==> config.mk <==
export PLATFORM = sky130hd
export DESIGN_NAME = composite_sync_monitor_flat
export DESIGN_NICKNAME = d
export VERILOG_FILES = /design/src/rtl/composite_video_pkg.sv /design/src/rtl/composite_sync_monitor_if.sv /design/src/rtl/sync_pulse_classifier.sv /design/src/rtl/composite_sync_monitor.sv /design/src/flat_wrapper.sv
export SDC_FILE = /design/constraint.sdc
export NUM_CORES = 1
export LEC_CHECK = 0
export CORE_UTILIZATION = 55
export DETAILED_ROUTE_END_ITERATION = 8
export DONT_BUFFER_PORTS = 1
export PLACE_DENSITY = 0.74
export SETUP_SLACK_MARGIN = 0.3
export SYNTH_ARGS = -nofsm -noshare
export SYNTH_HDL_FRONTEND = slang
export SYNTH_HIERARCHICAL = 1
export SYNTH_SLANG_ARGS = --single-unit
==> constraint.sdc <==
create_clock -name clock -period 4.2 [get_ports clock]
set_input_delay 0.42 -clock clock [delete_from_list [all_inputs] [get_ports clock]]
set_output_delay 0.42 -clock clock [all_outputs]
set_load 0.01 [all_outputs]
==> src/rtl/composite_video_pkg.sv <==
// Shared composite video timing constants and types.
// Used by both the generator and the sync monitor.
package composite_video_pkg;

    localparam int LINE_CLOCKS = 2032;
    localparam int LINE_TOL    = 8;
    localparam int HSYNC_MIN   = 64;
    localparam int VSYNC_MIN   = 512;
    localparam int LOCK_LINES  = 4;
    localparam int X_WIDTH     = 11;
    localparam int Y_WIDTH     = 9;
    localparam int W_WIDTH     = $clog2(VSYNC_MIN + 1);
    localparam int G_WIDTH     = $clog2(LOCK_LINES + 1);

    typedef logic [X_WIDTH-1:0] x_t;
    typedef logic [X_WIDTH:0]   len_t;
    typedef logic [Y_WIDTH-1:0] y_t;
    typedef logic [W_WIDTH-1:0] w_t;
    typedef logic [G_WIDTH-1:0] g_t;

    typedef enum logic {
        UNLOCKED,
        LOCKED
    } lock_state_e;

    localparam x_t   X_MAX   = '1;
    localparam x_t   X_HALF  = x_t'(LINE_CLOCKS / 2);
    localparam w_t   W_VSYNC = w_t'(VSYNC_MIN);
    localparam w_t   W_HSYNC = w_t'(HSYNC_MIN);
    localparam len_t LEN_LO  = len_t'(LINE_CLOCKS - LINE_TOL);
    localparam len_t LEN_HI  = len_t'(LINE_CLOCKS + LINE_TOL);

    function automatic logic in_tol(input len_t len);
        return (len >= LEN_LO) && (len <= LEN_HI);
    endfunction

endpackage

==> src/rtl/composite_sync_monitor_if.sv <==
// Luminance/sync input pair and recovered timing outputs.
interface composite_sync_monitor_if;
    import composite_video_pkg::*;

    logic luminance;
    logic sync;
    logic line_start;
    logic vsync_pulse;
    x_t   line_length;
    x_t   pixel_x;
    y_t   line_y;
    logic pixel;
    logic pixel_valid;
    logic locked;
    logic lock_error;

    modport master (
        output luminance, sync,
        input  line_start, vsync_pulse, line_length, pixel_x,
        input  line_y, pixel, pixel_valid, locked, lock_error
    );

    modport slave (
        input  luminance, sync,
        output line_start, vsync_pulse, line_length, pixel_x,
        output line_y, pixel, pixel_valid, locked, lock_error
    );

endinterface

==> src/rtl/sync_pulse_classifier.sv <==
// Input registers, sync edge detect and sync-tip width measurement.
module sync_pulse_classifier
    import composite_video_pkg::*;
(
    input  logic clock,
    input  logic reset_n,
    input  logic luminance,
    input  logic sync,
    output logic lum_r,
    output logic sync_r,
    output logic rise,
    output logic fall,
    output logic is_vsync,
    output logic is_glitch
);

    logic sync_q;
    w_t   width;

    always_ff @(posedge clock or negedge reset_n) begin
        if (!reset_n) begin
            lum_r  <= 1'b0;
            sync_r <= 1'b0;
            sync_q <= 1'b0;
            width  <= '0;
        end else begin
            lum_r  <= luminance;
            sync_r <= sync;
            sync_q <= sync_r;
            if (fall)
                width <= '0;
            else if (sync_r && (width != W_VSYNC))
                width <= width + w_t'(1);
        end
    end

    assign rise      = sync_r & ~sync_q;
    assign fall      = ~sync_r & sync_q;
    assign is_vsync  = fall && (width >= W_VSYNC);
    assign is_glitch = fall && (width < W_HSYNC);

endmodule

==> src/rtl/composite_sync_monitor.sv <==
// Recovers line/frame timing and lock state from a composite sync stream.
module composite_sync_monitor
    import composite_video_pkg::*;
(
    input logic                     clock,
    input logic                     reset_n,
    composite_sync_monitor_if.slave vid
);

    logic lum_r, sync_r, rise, fall, is_vsync, is_glitch;

    sync_pulse_classifier u_cls (
        .clock     (clock),
        .reset_n   (reset_n),
        .luminance (vid.luminance),
        .sync      (vid.sync),
        .lum_r     (lum_r),
        .sync_r    (sync_r),
        .rise      (rise),
        .fall      (fall),
        .is_vsync  (is_vsync),
        .is_glitch (is_glitch)
    );

    lock_state_e state, state_nx;
    g_t   good, good_nx;
    x_t   x, len;
    y_t   y;
    len_t x_inc;
    logic x_sat, intol, accept, vs_evt, err_nx;
    logic ls, vs, le, pix, pv;

    assign x_sat  = (x == X_MAX);
    assign x_inc  = len_t'(x) + len_t'(1);
    assign intol  = in_tol(x_inc);
    // A free-running x has seen no line at all, so any rise restarts timing
    assign accept = rise & ((x >= X_HALF) | ((state == UNLOCKED) & x_sat));
    assign vs_evt = fall & ~is_glitch & is_vsync;

    always_comb begin
        state_nx = state;
        good_nx  = good;
        err_nx   = 1'b0;
        unique case (state)
            UNLOCKED: begin
                if (accept) begin
                    if (!intol) begin
                        good_nx = '0;
                    end else if (good == g_t'(LOCK_LINES - 1)) begin
                        state_nx = LOCKED;
                        good_nx  = '0;
                    end else begin
                        good_nx = good + g_t'(1);
                    end
                end
            end
            LOCKED: begin
                if ((accept & ~intol) | x_sat) begin
                    state_nx = UNLOCKED;
                    good_nx  = '0;
                    err_nx   = 1'b1;
                end
            end
            default: state_nx = UNLOCKED;
        endcase
    end

    always_ff @(posedge clock or negedge reset_n) begin
        if (!reset_n) begin
            state <= UNLOCKED;
            good  <= '0;
            x     <= '0;
            len   <= '0;
            y     <= '0;
            ls    <= 1'b0;
            vs    <= 1'b0;
            le    <= 1'b0;
            pix   <= 1'b0;
            pv    <= 1'b0;
        end else begin
            state <= state_nx;
            good  <= good_nx;
            ls    <= accept;
            vs    <= vs_evt;
            le    <= err_nx;
            pix   <= lum_r;
            pv    <= (state == LOCKED) & ~sync_r;
            if (accept) begin
                x   <= '0;
                len <= x_sat ? X_MAX : x_inc[X_WIDTH-1:0];
            end else if (!x_sat) begin
                x <= x + x_t'(1);
            end
            if (vs_evt)
                y <= '0;
            else if (accept)
                y <= y + y_t'(1);
        end
    end

    assign vid.line_start  = ls;
    assign vid.vsync_pulse = vs;
    assign vid.line_length = len;
    assign vid.pixel_x     = x;
    assign vid.line_y      = y;
    assign vid.pixel       = pix;
    assign vid.pixel_valid = pv;
    assign vid.locked      = (state == LOCKED);
    assign vid.lock_error  = le;

endmodule
==> src/flat_wrapper.sv <==
// flat-port wrapper written by rule: the top's interface ports become plain ports
module composite_sync_monitor_flat import composite_video_pkg::*;
  (clock, reset_n, vid_luminance, vid_sync, vid_line_start, vid_vsync_pulse, vid_line_length, vid_pixel_x, vid_line_y, vid_pixel, vid_pixel_valid, vid_locked, vid_lock_error);
  composite_sync_monitor_if vid_i ();
  input logic clock;
  input logic reset_n;
  input wire logic [$bits(vid_i.luminance)-1:0] vid_luminance;
  input wire logic [$bits(vid_i.sync)-1:0] vid_sync;
  output wire logic [$bits(vid_i.line_start)-1:0] vid_line_start;
  output wire logic [$bits(vid_i.vsync_pulse)-1:0] vid_vsync_pulse;
  output wire logic [$bits(vid_i.line_length)-1:0] vid_line_length;
  output wire logic [$bits(vid_i.pixel_x)-1:0] vid_pixel_x;
  output wire logic [$bits(vid_i.line_y)-1:0] vid_line_y;
  output wire logic [$bits(vid_i.pixel)-1:0] vid_pixel;
  output wire logic [$bits(vid_i.pixel_valid)-1:0] vid_pixel_valid;
  output wire logic [$bits(vid_i.locked)-1:0] vid_locked;
  output wire logic [$bits(vid_i.lock_error)-1:0] vid_lock_error;
  assign vid_i.luminance = vid_luminance;
  assign vid_i.sync = vid_sync;
  assign vid_line_start = vid_i.line_start;
  assign vid_vsync_pulse = vid_i.vsync_pulse;
  assign vid_line_length = vid_i.line_length;
  assign vid_pixel_x = vid_i.pixel_x;
  assign vid_line_y = vid_i.line_y;
  assign vid_pixel = vid_i.pixel;
  assign vid_pixel_valid = vid_i.pixel_valid;
  assign vid_locked = vid_i.locked;
  assign vid_lock_error = vid_i.lock_error;
  composite_sync_monitor u_core (.clock(clock), .reset_n(reset_n), .vid(vid_i));
endmodule
==> results.txt, run 1 <==
----------------------------------------------------
[Floorplan]
  Placement Rows ... 25
  Area of the placeable core ... 0.004692 mm²
  Die X-Extent ... 71.79 µm
  Vert. Die Dim ... 71.79 µm
  Initial cell density of the core ... 0.5709
  Ports placed on the boundary ... 41
  Die outline area ... 0.005154 mm²

[Power and ir drop]
  Largest vdd supply drop ... 223.2 µV
  Leakage power ... 1.277 nW
  Power density over cell area ... 310.8 mW/mm²

[Placement]
  PortBufs ... 0
  Cell area after placement ... 0.002676 mm²
  DP Wirelength ... 3467 µm
  Routability congestion estimate ... 0.7737

[Min path]
  Worst min-delay path class ... input port to flip-flop

[Finish]
  Synthesis-to-layout area growth ... 4.857%
  Design area ... 0.002809 mm²
  Number of fill cells ... 414
  Layout Nets ... 279
  Ratio of cells with drive above 1 in the final layout ... 0.08519
  # diodes ... 0

[Worst setup path]
  Worst setup slack for register-to-register paths ... 1660 ps
  Number of cells traversed by the worst register-to-register path ... 7
  Worst path arrival time ... 2730 ps
  Crit path to ... u_core/good[1]
  Crit path cell chain ... and4_4 -> a41o_1 -> nand2_2 -> inv_2 -> and3_1 -> a32oi_1 -> o22ai_1
  Crit Reg-Reg Startpoint ... u_core/vid.pixel_x[4]
  Start point of the critical path ... u_core/vid.pixel_x[4]
  Worst Setup Start Kind ... flip-flop
  Kind of critical path ... flip-flop to flip-flop
  Crit-path max cell delay ... 560 ps
  Max FO, Critical Path ... 32
  End of the worst register-to-register path ... u_core/good[1]
  Category of the worst setup path capture point ... flip-flop
  Slowest cell on the critical path ... sky130_fd_sc_hd__dfrtp_1
  CP Data Required Time ... 4380 ps

[Detailed routing]
  Drt initial violations ... 162
  Remaining DRCs ... 0
  Total wire length after detailed routing ... 5065 µm
  Via-to-Cell Ratio ... 5.954
  Router iterations before antenna repair ... 4
  ANT nets after route ... 0
  Via Count ... 1929
  Wirelength per Cell ... 15.63 µm

[Outcome]
  Result of the run ... finished clean

[Clock network]
  Clock-pin slew on the worst setup and hold paths ... 110 ps
  CTS sink cnt ... 53
  TritonCTS clock tree ... done
  H-tree levels ... 2
  Number of gates resized after CTS ... 0
  Post CTS Setup Buffer Count ... 0
  Maximum buffer depth of the clock tree ... 2
  Clock buffer count from CTS ... 5
  Hold buffer count at CTS ... 2
  Worst-skew pair later-pin latency ... 310 ps
  Clock Tree Root ... sky130_fd_sc_hd__clkbuf_8

[Synthesis]
  Per-instance average area after synthesis ... 9.813 µm²
  Unique masters post-synth ... 58
  Count of flip-flops with a built-in enable after synthesis ... 0
  Cell Area, Synth ... 0.002679 mm²
  Gate count of the mapped netlist ... 273
  Number of flip-flops and latches in the synthesized netlist ... 53
  Most used DFF post-synth ... sky130_fd_sc_hd__dfrtp_1
  Fraction of the yosys area taken by sequential cells ... 0.4951
  Number of warnings printed during yosys synthesis ... 6
  Fraction of registers with async set/reset ... 1.000
  Net count after synthesis ... 283

[Global routing]
  Remaining global-route overflow ... 0
  Initial antenna violation count ... 0
  Via count of the first global-routing pass ... 1766
  Global-route wire length before repair ... 8438 µm
  Pin count of the biggest net entering global routing ... 54
  Global-route usage over all layers ... 0.2134

[Timing]
  Number of hold violations in the final report ... 0
  Post-Route Setup TNS ... 0 ps
  Final slew viol count ... 0
  Skew final ... 12.62 ps
  Slew margin rel. ... 0.5740
  Clock period minus worst slack ... 2545 ps
  Max frequency ... 393.0 MHz
  Worst Max-Slew Pin Slew ... 636.7 ps
  Final setup violation count ... 0
  Fin crit share ... 0.6059
  Unrepaired setup endpoints after global routing ... no

[Flow run]
  Max-capacitance violation count ... 0

----------------------------------------------------
Yosys cell counts (2+ instances only):
| library cell | instances | area share |
|---|---|---|
| sky130_fd_sc_hd__a31oi_1 | 2 | 0.0047 |
| sky130_fd_sc_hd__or4_1 | 2 | 0.0056 |
| sky130_fd_sc_hd__nand3b_1 | 2 | 0.0056 |
| sky130_fd_sc_hd__a21oi_1 | 12 | 0.022 |
| sky130_fd_sc_hd__nor3_1 | 6 | 0.011 |
| sky130_fd_sc_hd__ha_1 | 6 | 0.028 |
| sky130_fd_sc_hd__nand3_1 | 11 | 0.021 |
| sky130_fd_sc_hd__dfrtp_1 | 53 | 0.50 |
| sky130_fd_sc_hd__and4_4 | 2 | 0.0084 |
| sky130_fd_sc_hd__nor3b_1 | 2 | 0.0056 |
| sky130_fd_sc_hd__nand2b_1 | 3 | 0.0070 |
| sky130_fd_sc_hd__and2_1 | 6 | 0.014 |
| sky130_fd_sc_hd__o22ai_1 | 3 | 0.0070 |
| sky130_fd_sc_hd__o21ai_1 | 9 | 0.017 |
| sky130_fd_sc_hd__or3_1 | 3 | 0.0070 |
| sky130_fd_sc_hd__xor2_1 | 8 | 0.026 |
| sky130_fd_sc_hd__clkbuf_1 | 2 | 0.0028 |
| sky130_fd_sc_hd__a22o_1 | 2 | 0.0065 |
| sky130_fd_sc_hd__o31ai_1 | 2 | 0.0056 |
| sky130_fd_sc_hd__nor2_1 | 28 | 0.039 |
| sky130_fd_sc_hd__nand2_1 | 31 | 0.043 |
| sky130_fd_sc_hd__nand4_1 | 8 | 0.019 |
| sky130_fd_sc_hd__nor2b_1 | 2 | 0.0047 |
| sky130_fd_sc_hd__inv_1 | 7 | 0.0098 |
| sky130_fd_sc_hd__and3_1 | 4 | 0.0093 |
| sky130_fd_sc_hd__buf_4 | 3 | 0.0084 |
| sky130_fd_sc_hd__nor4_4 | 2 | 0.016 |
| sky130_fd_sc_hd__xnor2_1 | 8 | 0.026 |
| sky130_fd_sc_hd__o21ai_0 | 5 | 0.0093 |
| sky130_fd_sc_hd__nand2_2 | 2 | 0.0047 |
| sky130_fd_sc_hd__buf_2 | 8 | 0.015 |
| sky130_fd_sc_hd__o211ai_1 | 3 | 0.0084 |
cell families (layout without fill, tap and decap cells):
family          Yosys count  after routing  synth area share
compound gates           52             52            0.1303
simple gates            124            124            0.2532
xor+xnor                 16             16           0.05231
buf+inv                  21             18           0.03737
mux                       1              1          0.003737
fa+ha+maj                 6              6           0.02802
flops                    53             53            0.4951
cells in the final DEF, fill, tap and decap left out, types with 2 or more instances in the layout:
master                     count
sky130_fd_sc_hd__xnor2_1       8
sky130_fd_sc_hd__nor2_1       28
sky130_fd_sc_hd__nand2b_1      3
sky130_fd_sc_hd__xor2_1        8
sky130_fd_sc_hd__and4_4        2
sky130_fd_sc_hd__inv_1         7
sky130_fd_sc_hd__nand4_1       8
sky130_fd_sc_hd__a21oi_1      12
sky130_fd_sc_hd__ha_1          6
sky130_fd_sc_hd__o31ai_1       2
sky130_fd_sc_hd__clkbuf_8      5
sky130_fd_sc_hd__nand3b_1      2
sky130_fd_sc_hd__o21ai_0       5
sky130_fd_sc_hd__o22ai_1       3
sky130_fd_sc_hd__dfrtp_1      53
sky130_fd_sc_hd__nor3b_1       2
sky130_fd_sc_hd__nor2b_1       2
sky130_fd_sc_hd__nor3_1        6
sky130_fd_sc_hd__or3_1         3
sky130_fd_sc_hd__or4_1         2
sky130_fd_sc_hd__o21ai_1       9
sky130_fd_sc_hd__nand2_2       2
sky130_fd_sc_hd__clkinv_4      2
sky130_fd_sc_hd__and3_1        4
sky130_fd_sc_hd__nor4_4        2
sky130_fd_sc_hd__nand3_1      11
sky130_fd_sc_hd__o211ai_1      3
sky130_fd_sc_hd__a31oi_1       2
sky130_fd_sc_hd__a22o_1        2
sky130_fd_sc_hd__nand2_1      31
sky130_fd_sc_hd__and2_1        6
report_power, final:
| part | switching (W) | total (W) | internal, W |
|---|---|---|---|
| Sequential | 0.0000147 | 0.000533 | 0.000518 |
| Combinational | 0.0000247 | 0.0000441 | 0.0000194 |
| Clock | 0.000175 | 0.000296 | 0.000122 |
how the worst min path moves through the flow:
stage	depth (start not counted)	slack (ps)	from	endpoint
after floorplan	0	120	reset_n	u_core/good[0]
after global placement	0	130	reset_n	u_core/vid.line_length[1]
after detailed placement	0	130	reset_n	u_core/vid.line_length[2]
after CTS	0	110	vid_luminance	u_core/u_cls/lum_r
after global routing	0	100	vid_luminance	u_core/u_cls/lum_r
final	0	120	vid_luminance	u_core/u_cls/lum_r
through the flow:
step                      std cells  power [W]  hold slack, ps  worst slack [ps]    util
after floorplan                 273  0.0005684           124.4              2261       -
after global placement          314  0.0005731           126.0              1791  0.5704
after detailed placement        314  0.0005736           125.7              1681  0.5704
after CTS                       324  0.0008850           110.1              1663  0.5987
after global routing            324  0.0009149           99.95              1479  0.5987
final                           324  0.0008729           119.1              1655  0.5987
flip-flops by register name (all words and copies together), names as in the netlist:
| register | cells |
|---|---|
| u_core/vid.locked | 1 |
| u_core/u_cls/sync_r | 1 |
| u_core/u_cls/width | 10 |
| u_core/vid.line_start | 1 |
| u_core/vid.pixel_valid | 1 |
| u_core/vid.lock_error | 1 |
| u_core/vid.vsync_pulse | 1 |
| u_core/vid.line_length | 11 |
| u_core/u_cls/lum_r | 1 |
| u_core/good | 3 |
| u_core/vid.pixel | 1 |
| u_core/vid.line_y | 9 |
| u_core/vid.pixel_x | 11 |
| u_core/u_cls/sync_q | 1 |
critical path, delay by kind of cell (launching register included):
family | cells | cell delay, ps
buffers and inverters | 1 | 310
and+or+nand+nor | 3 | 990
DFF | 1 | 560
AOI/OAI and AO/OA | 3 | 550
area by class of cell:
| class | count | area (µm²) | share of cell area |
|---|---|---|---|
| clock inverter | 3 | 26.28 | 0.009354 |
| clock buffer | 5 | 68.82 | 0.02450 |
| tap | 54 | 67.56 | 0.02405 |
| multi-input combinational | 199 | 1252 | 0.4459 |
| sequential | 53 | 1326 | 0.4722 |
| timing repair buffer | 2 | 37.54 | 0.01336 |
| inverter | 8 | 30.03 | 0.01069 |
per-layer routing:
metal / wire (µm) / GRT usage / vias to the layer above
met5: 0 / 0 / -
met1: 2464 / 0.2974 / 924
met4: 90 / 0.08715 / 0
met2: 2250 / 0.3092 / 48
li1: - / - / 950
met3: 260 / 0.06751 / 7
Power figures use the tool's default switching activity.
==> run 2: changes to the inputs <==
Settings changed: PLACE_DENSITY 0.74 to 0.77.
Clock period 4.2 ns to 2.04 ns, I/O delays scaled along.
==> run 2 against run 1 <==
Effect of this change:
- total power increased by 100%
- hold slack improved by 230 ps
- clock power increased by 96%
- global-route usage increased by 1.5 points
- largest cell class is now multi-input gates
- sequential power increased by 100%
- via count increased by 6.4%
- highest routed layer unchanged
- clock skew decreased by 7.4 ps
- setup slack got worse by 1500 ps
- first-iteration DRC count decreased by 14%
- sequential share of layout area decreased by 4.0 points
- maximum frequency increased by 36%
- utilization increased by 5.8 points
==> results.txt, run 2 (same netlist as run 1, synthesis figures left out) <==
----------------------------------------------------
[Outcome]
  Result of the run ... finished clean

[Global routing]
  Remaining global-route overflow ... 0
  Via count of the first global-routing pass ... 1985
  Global-route wire length before repair ... 9232 µm
  Initial antenna violation count ... 0
  Global-route usage over all layers ... 0.2287
  Pin count of the biggest net entering global routing ... 54

[Placement]
  PortBufs ... 0
  Number of cells in the design after placement ... 327
  DP Wirelength ... 3602 µm
  Setup slack after placement ... 72.29 ps
  Cell area after placement ... 0.002830 mm²
  Routability congestion estimate ... 0.8906

[Worst setup path]
  Kind of critical path ... flip-flop to flip-flop
  Number of cells traversed by the worst register-to-register path ... 8
  Crit-path max cell delay ... 500 ps
  Worst setup slack for register-to-register paths ... 170 ps
  Crit Reg-Reg Startpoint ... u_core/vid.pixel_x[1]
  End of the worst register-to-register path ... u_core/good[1]
  CP Data Required Time ... 2270 ps
  Count of cell instances traversed by the critical path ... 8
  Worst path arrival time ... 2100 ps
  Crit path cell chain ... inv_2 -> ha_4 -> nor3b_2 -> o22ai_1 -> a221o_1 -> o211ai_4 -> a31oi_1 -> o22ai_1
  Slowest cell on the critical path ... sky130_fd_sc_hd__dfrtp_2
  Most used cell, CP ... sky130_fd_sc_hd__o22ai_1
  Max FO, Critical Path ... 7
  Largest delay share family, worst path ... compound AO/OA/AOI/OAI gates
  Category of the worst setup path capture point ... flip-flop
  Buffers plus inverters on the worst setup path ... 1
  Worst Setup Start Kind ... flip-flop

[Floorplan]
  Initial cell density of the core ... 0.5709
  Die outline area ... 0.005154 mm²
  Area of the placeable core ... 0.004692 mm²
  Placement Rows ... 25
  Vert. Die Dim ... 71.79 µm
  Ports placed on the boundary ... 41
  Die X-Extent ... 71.79 µm

[Detailed routing]
  Via-to-Cell Ratio ... 5.914
  Wirelength per Cell ... 15.42 µm
  Via Count ... 2052
  Router iterations before antenna repair ... 4
  Total wire length after detailed routing ... 5350 µm
  Drt initial violations ... 139
  ANT nets after route ... 0
  Remaining DRCs ... 0

[Finish]
  Post-route insts no fill ... 347
  Ratio of cells with drive above 1 in the final layout ... 0.2150
  Design area ... 0.003083 mm²
  Leading cell types in the layout, fill and taps excluded ... 47 x sky130_fd_sc_hd__dfrtp_1, 30 x sky130_fd_sc_hd__nand2_1, 28 x sky130_fd_sc_hd__nor2_1
  Number of fill cells ... 376
  # diodes ... 0
  Layout Nets ... 302
  Synthesis-to-layout area growth ... 15.09%
  Most frequent standard cell in the layout excluding fill and tap cells ... sky130_fd_sc_hd__dfrtp_1

[Clock network]
  Clock buffer count from CTS ... 5
  CTS sink cnt ... 53
  Clock-pin slew on the worst setup and hold paths ... 90 ps
  TritonCTS clock tree ... done
  Maximum buffer depth of the clock tree ... 2
  Worst-skew pair later-pin latency ... 300 ps
  H-tree levels ... 2
  Clock Tree Root ... sky130_fd_sc_hd__clkbuf_8

[Timing]
  Final worst hold slack ... 353.6 ps
  Max frequency ... 533.7 MHz
  Number of hold violations in the final report ... 0
  Worst Max-Slew Pin Slew ... 451.6 ps
  Post-Route Setup TNS ... 0 ps
  Final setup violation count ... 0
  Fin crit share ... 0.9185
  Clock period minus worst slack ... 1874 ps
  Slew margin rel. ... 0.6978
  Unrepaired setup endpoints after global routing ... yes
  Final critical-path setup slack ... 166.2 ps
  Skew final ... 5.234 ps
  Final slew viol count ... 0

[Min path]
  Worst min-delay path class ... flip-flop to flip-flop
  Hold Path Depth ... 0
  Origin of the worst min-delay path ... u_core/u_cls/lum_r
  Hold-critical path endpoint ... u_core/vid.pixel

[Power and ir drop]
  Largest vdd supply drop ... 419.2 µV
  Leakage power ... 1.378 nW
  Power density over cell area ... 575.0 mW/mm²

[Flow run]
  Max-capacitance violation count ... 0

----------------------------------------------------
-- run 2: report_power, final --
group / internal [W] / leakage (nW) / switching, W / total, W
Combinational: 0.0000436 / 0.634 / 0.0000574 / 0.000101
Clock: 0.000242 / 0.0374 / 0.000336 / 0.000579
Sequential: 0.00107 / 0.706 / 0.0000269 / 0.00109
Total: 0.00135 / 1.38 / 0.000421 / 0.00177
-- run 2: worst max path at each step --
| stage | start | to | slack [ps] |
|---|---|---|---|
| finish | u_core/vid.pixel_x[1] | u_core/good[1] | 170 |
| global route | u_core/vid.pixel_x[1] | u_core/good[1] | 60 |
| CTS | u_core/vid.pixel_x[1] | u_core/good[2] | 170 |
| detailed placement | u_core/vid.pixel_x[0] | u_core/good[2] | 70 |
| global placement | u_core/vid.pixel_x[0] | u_core/good[1] | 190 |
| floorplan | u_core/vid.pixel_x[0] | u_core/good[1] | 270 |
-- run 2: final cells by class --
| class | instances | area (µm²) | share of cell area |
|---|---|---|---|
| multi-input cells | 199 | 1348 | 0.4371 |
| flip-flops and latches | 53 | 1334 | 0.4326 |
| repair buffers | 25 | 211.5 | 0.06859 |
| clock buffers | 6 | 72.57 | 0.02354 |
| well taps | 54 | 67.56 | 0.02192 |
| inverters | 8 | 35.03 | 0.01136 |
| clock inverters | 2 | 15.01 | 0.004870 |
-- run 2: layer usage --
metal / vias up / part of all wire / global-route usage
met5: - / 0 / 0
li1: 1000 / - / -
met2: 48 / 0.48 / 0.3721
met3: 5 / 0.041 / 0.04501
met1: 999 / 0.47 / 0.3068
met4: 0 / 0.012 / 0.07843
-- run 2: per-stage QoR --
stage | util | power (W)
detailed placement | 0.6032 | 0.001184
floorplan | - | 0.001170
CTS | 0.6461 | 0.001804
global placement | 0.6032 | 0.001180
global route | 0.6571 | 0.001854
finish | 0.6571 | 0.001773
-- run 2: timing repair --
action,in CTS,in global routing
hold endpoints to repair,55,0
hold buffers,4,0
pin swaps,8,7
endpoints found under the setup margin,23,28
gates resized for setup,5,10
buffers inserted,7,1
-- run 2: worst reg2reg max path: cells and delay by family, from the launching register on --
family / cells / cell delay [ps]
DFF: 1 / 500
and+or+nand+nor: 1 / 150
buffers and inverters: 1 / 70
AOI/OAI and AO/OA: 5 / 830
adders and majority gates: 1 / 260
